### config.mk
export PLATFORM = sky130hd
export DESIGN_NAME = dcb_alloc
export DESIGN_NICKNAME = d
export VERILOG_FILES = /design/src/rtl/dcb_alloc.sv
export SDC_FILE = /design/constraint.sdc
export NUM_CORES = 1
export LEC_CHECK = 0
export ABC_AREA = 1
export CORE_MARGIN = 2
export CORE_UTILIZATION = 55
export CTS_CLUSTER_DIAMETER = 50
export DETAILED_ROUTE_END_ITERATION = 8
export HOLD_SLACK_MARGIN = 0.08
export PLACE_DENSITY = 0.82
export SLEW_MARGIN = 20
export SYNTH_ARGS = -nofsm -noshare
export SYNTH_HDL_FRONTEND = slang
export SYNTH_SLANG_ARGS = --single-unit
### constraint.sdc
create_clock -name clk -period 3.07 [get_ports clk]
set_clock_uncertainty 0.15 [all_clocks]
set_input_delay 0.614 -clock clk [delete_from_list [all_inputs] [get_ports clk]]
set_output_delay 0.614 -clock clk [all_outputs]
set_load 0.01 [all_outputs]
### src/rtl/dcb_alloc.sv
// dcb_alloc: switch allocator that drives the data crossbar configuration.
// Each input raises a one-hot request for one output; every output has its
// own round-robin arbiter and holds the winning input (wormhole lock) until
// that input transfers its tail flit.
//
// Ports:
//   clk    - single clock for all state
//   rst_n  - asynchronous active-low reset
//   req    - req[j][i]=1: input j requests output i (one-hot or zero per input)
//   fire   - a flit of input j moves through the crossbar this cycle
//   eof    - qualifies fire: that flit is the tail flit
//   cfg    - crossbar configuration, cfg[i][j]=1 connects input j to output i
//   gnt    - input j currently owns some output (OR of cfg column j)
//   err    - sticky protocol-error flag, cleared only by reset
module dcb_alloc #(
  parameter int NN = 5,
  parameter int MN = 5
) (
  input  logic                   clk,
  input  logic                   rst_n,
  input  logic [NN-1:0][MN-1:0]  req,
  input  logic [NN-1:0]          fire,
  input  logic [NN-1:0]          eof,
  output logic [MN-1:0][NN-1:0]  cfg,
  output logic [NN-1:0]          gnt,
  output logic                   err
);

  localparam int PW = (NN > 1) ? $clog2(NN) : 1;

  typedef enum logic {IDLE, BUSY} ost_t;

  ost_t                  st_q  [MN];
  ost_t                  st_d  [MN];
  logic [PW-1:0]         ptr_q [MN];
  logic [PW-1:0]         ptr_d [MN];
  logic [MN-1:0][NN-1:0] cfg_d;
  logic [NN-1:0]         gnt_d;
  logic [NN-1:0]         valid;
  logic [NN-1:0]         tail;
  logic                  err_d;

  // An input is eligible only while its request vector is zero or one-hot.
  always_comb begin
    valid = '0;
    for (int unsigned j = 0; j < NN; j++) begin
      valid[j] = ((req[j] & (req[j] - MN'(1))) == '0);
    end
  end

  // Tail transfers only count for inputs that actually own an output.
  assign tail = fire & eof & gnt;

  always_comb begin
    logic [NN-1:0] cand;
    logic [NN-1:0] winv;
    logic          found;
    int unsigned   nxt;

    cfg_d = cfg;
    cand  = '0;
    winv  = '0;
    found = 1'b0;
    nxt   = 0;
    for (int unsigned i = 0; i < MN; i++) begin
      st_d[i]  = st_q[i];
      ptr_d[i] = ptr_q[i];
      cand     = '0;
      winv     = '0;
      found    = 1'b0;
      nxt      = 0;
      case (st_q[i])
        IDLE: begin
          for (int unsigned j = 0; j < NN; j++) begin
            cand[j] = req[j][i] & ~gnt[j] & valid[j];
          end
          // Rotating priority as two linear passes: first j >= ptr, then
          // wrap around to j < ptr.
          for (int unsigned j = 0; j < NN; j++) begin
            if (!found && cand[j] && (j >= 32'(ptr_q[i]))) begin
              found   = 1'b1;
              winv[j] = 1'b1;
              nxt     = j + 1;
            end
          end
          for (int unsigned j = 0; j < NN; j++) begin
            if (!found && cand[j] && (j < 32'(ptr_q[i]))) begin
              found   = 1'b1;
              winv[j] = 1'b1;
              nxt     = j + 1;
            end
          end
          if (found) begin
            cfg_d[i] = winv;
            st_d[i]  = BUSY;
            ptr_d[i] = (nxt >= NN) ? '0 : PW'(nxt);
          end
        end
        BUSY: begin
          // Release only; re-arbitration waits for the next cycle in IDLE.
          if ((cfg[i] & tail) != '0) begin
            cfg_d[i] = '0;
            st_d[i]  = IDLE;
          end
        end
        default: begin
          cfg_d[i] = '0;
          st_d[i]  = IDLE;
        end
      endcase
    end
  end

  always_comb begin
    gnt_d = '0;
    for (int unsigned i = 0; i < MN; i++) begin
      gnt_d = gnt_d | cfg_d[i];
    end
  end

  assign err_d = err | (|(fire & ~gnt)) | (|(~valid));

  always_ff @(posedge clk or negedge rst_n) begin
    if (!rst_n) begin
      cfg <= '0;
      gnt <= '0;
      err <= 1'b0;
      for (int unsigned i = 0; i < MN; i++) begin
        st_q[i]  <= IDLE;
        ptr_q[i] <= '0;
      end
    end else begin
      cfg <= cfg_d;
      gnt <= gnt_d;
      err <= err_d;
      for (int unsigned i = 0; i < MN; i++) begin
        st_q[i]  <= st_d[i];
        ptr_q[i] <= ptr_d[i];
      end
    end
  end

endmodule

==> impl_results.rst <==
.. list-table::
   :header-rows: 1

   * - Metric
     - Value
   * - Number of storage elements in the synthesis netlist
     - 51
   * - Data required time of the worst path
     - 3.12 ns
   * - CP max FO
     - 5
   * - Maximum cell stage delay along the critical path
     - 0.51 ns
   * - Number of global-route vias before repair
     - 4681
   * - Input/output buffers
     - 67
   * - RR Endpoint
     - gnt[2]
   * - Vias per cell
     - 5.67
   * - Synthesized net count
     - 667
   * - Starting DRC count in detailed routing
     - 532
   * - Row Count
     - 31
   * - Final count of pins violating max slew
     - 0
   * - Worst setup path category
     - primary input to register
   * - Number of cells on the worst reg-to-reg path
     - 9
   * - Inserted Diodes
     - 0
   * - Fin util
     - 0.756
   * - Post-layout net count
     - 801
   * - Number of warnings reported in the yosys synthesis log
     - 0
   * - Post-detail-place hpwl
     - 10800 um
   * - Startpoint of the worst setup timing path
     - req[2]
   * - Post-synth top area share
     - 0.310
   * - Die ar.
     - 8200 um2
   * - Share of the yosys chip area belonging to registers
     - 0.310
   * - Setup slack on the worst flop-to-flop path
     - 0.58 ns
   * - Depth of the CTS H-tree
     - 2
   * - Critical path arrival
     - 2.96 ns
   * - Sum of overflow across all layers after global routing
     - 0
   * - Die span in y
     - 90.6 um
   * - Power per Cell Area
     - 717 nW/um2
   * - Number of buffers on the longest clock path
     - 2
   * - Clock-pin slew on the worst setup and hold paths
     - 0.10 ns
   * - Chip width
     - 90.6 um
   * - Tcrit/Tclk final
     - 0.949
   * - Total negative slack for setup checks
     - 0 ns
   * - Number of antenna violations at the first check in global routing
     - 0
   * - Mean cell area of the mapped netlist
     - 6.54 um2
   * - Actual slew at the worst max-slew pin
     - 0.502 ns
   * - Worst path cell trace
     - clkdlybuf4s50_1, nor2_1, nor2_2, nor2_4, buf_4, nand4_1, nand3_1, nor2_4, nand4_4, nor2_4, buf_4, nand4_1, nand3_1, nand2_1, nor2_1, nand3_1
   * - DR pass1 iterations
     - 6
   * - Most common cell after layout, fill and taps aside
     - nand2_1
   * - Number of distinct library cells after synthesis
     - 35
   * - Area of the mapped netlist
     - 4120 um2
   * - Minimum clock period
     - 2.91 ns
   * - Bufs and invs on worst path
     - 3
   * - Capturing element of the worst setup path
     - gnt[0]
   * - R2R Path Start
     - gnt[2]
   * - Drt drc
     - 0
   * - Synthesized instance count
     - 630
   * - Final RePlAce weighted congestion
     - 1.01
   * - Layout-stage area growth over the synthesis result
     - 33.0%
   * - Post-CTS resize count
     - 0
   * - Post-route ant nets
     - 0
   * - VDD IR-drop max
     - 0.529 mV
   * - Setup Slack @ Placement
     - -0.226 ns
   * - Crit-path leading delay family
     - simple AND/OR/NAND/NOR gates
   * - Final worst setup slack
     - 0.157 ns
   * - Largest cells by area after synthesis
     - dfrtp_1 (31%), nand2_1 (15%), inv_1 (10%)
   * - Commonest non-fill, non-tap cells in the layout
     - nand2_1 (159), inv_1 (111), nor2_1 (79)
   * - Routed len/inst
     - 15.5 um
   * - Leakage
     - 3.06 nW
   * - Run status
     - complete, no violations
   * - Core Footprint
     - 7250 um2
   * - Cell chosen for the clock root
     - clkbuf_8
   * - Wire length after detailed routing
     - 13400 um
   * - Starting utilization of the core area
     - 0.568
   * - TritonCTS clock tree
     - yes
   * - First-pass GRT wire length
     - 21900 um
   * - Total via count after detailed routing
     - 4897
   * - Max Cap Violations
     - 0
   * - Clk_lat worst skew
     - 0.31 ns
   * - Classification of the worst-slack hold path
     - primary input to asynchronous set/reset pin
   * - Number of setup violations in the final report
     - 0
   * - Timing-limited maximum frequency
     - 343 MHz
   * - Number of hold-slack violations in the final timing report
     - 0
   * - Clock Sink Count
     - 51
   * - Leading area contributor after synthesis
     - dfrtp_1
   * - Cts-stage hold buffer count
     - 0
   * - Critical path depth in cells
     - 16
   * - Layout cell share with drive strength beyond 1
     - 0.178
   * - All-Layer GR Usage
     - 0.330
   * - Overall power after layout
     - 3.93 mW
   * - IO Pins
     - 68
   * - Maximum number of pins on one net before global-route repair
     - 52
   * - Startpoint Class
     - primary input
   * - WHS
     - 0.125 ns
   * - Highest-delay cell along the critical path
     - clkdlybuf4s50_1
   * - Number of buffers added for setup after CTS
     - 0
   * - Critical Path Sink Type
     - register
   * - Slew headroom
     - 0.657
   * - Number of buffers inserted during clock tree synthesis
     - 5
## power by group
part | switching [mW] | leakage, nW | total (mW) | internal, mW
clock network | 0.239 | 0.0484 | 0.424 | 0.186
registers | 0.312 | 0.655 | 1.26 | 0.952
logic | 1.31 | 2.36 | 2.24 | 0.937
total | 1.86 | 3.06 | 3.93 | 2.07
## Yosys cell counts
library cell / number
a2111oi_0: 3
a211oi_1: 3
a21boi_2: 2
a21o_1: 2
a21oi_1: 19
a21oi_2: 2
a21oi_4: 1
and2_4: 2
buf_8: 1
dfrtp_1: 51
inv_1: 112
inv_2: 7
nand2_1: 160
nand2_2: 7
nand2_4: 6
nand2_8: 1
nand3_1: 43
nand3_2: 5
nand3_4: 1
nand4_1: 37
nand4_2: 4
nand4_4: 3
nor2_1: 82
nor2_2: 11
nor2_4: 9
nor3_1: 12
nor3b_1: 1
o211ai_1: 2
o21a_1: 2
o21ai_0: 25
o21ai_1: 3
o21ai_2: 1
o21bai_1: 2
o22ai_1: 7
o31ai_1: 1
## cell families after synthesis
family          Yosys count  synth area share
compound gates           75             0.112
flops                    51             0.310
buf+inv                 120             0.112
simple gates            384             0.467
## sequential cells by signal, summed over array words and instances, names as in the netlist
name,cells
cfg,25
ptr_q,15
gnt,5
st_q,5
err,1
## area by class of cell
cell class	instances	area [um2]
Multi-Input combinational cell	459	2400
Inverter	119	447
Clock inverter	1	8.76
Sequential cell	51	1280
Fill cell	584	1770
Timing Repair Buffer	128	1140
Tap cell	99	124
Clock buffer	7	86.3
## worst min path at each step
stage	start	to	slack, ns	cells past startpoint
final	rst_n	ptr_q[1]	0.12	2
after global routing	rst_n	cfg[14]	0.15	2
after detailed placement	st_q[0]	st_q[0]	0.35	2
after CTS	rst_n	cfg[12]	0.14	2
after floorplan	rst_n	cfg[0]	0.17	0
after global placement	st_q[1]	st_q[1]	0.34	2
## through the flow
stage	cell area (um2)	instances
global route	5480	864
global placement	5370	856
CTS	5460	864
detailed placement	5370	856
floorplan	4120	630
finish	5480	864
## metal layers
layer  track usage  vias up  part of all wire
met5             0        -                 0
met3        0.0601       47              0.10
met1         0.413     2224              0.38
li1              -     2304                 -
met2         0.565      322              0.48
met4         0.124        0             0.034
(Power assumes the default switching activity.)
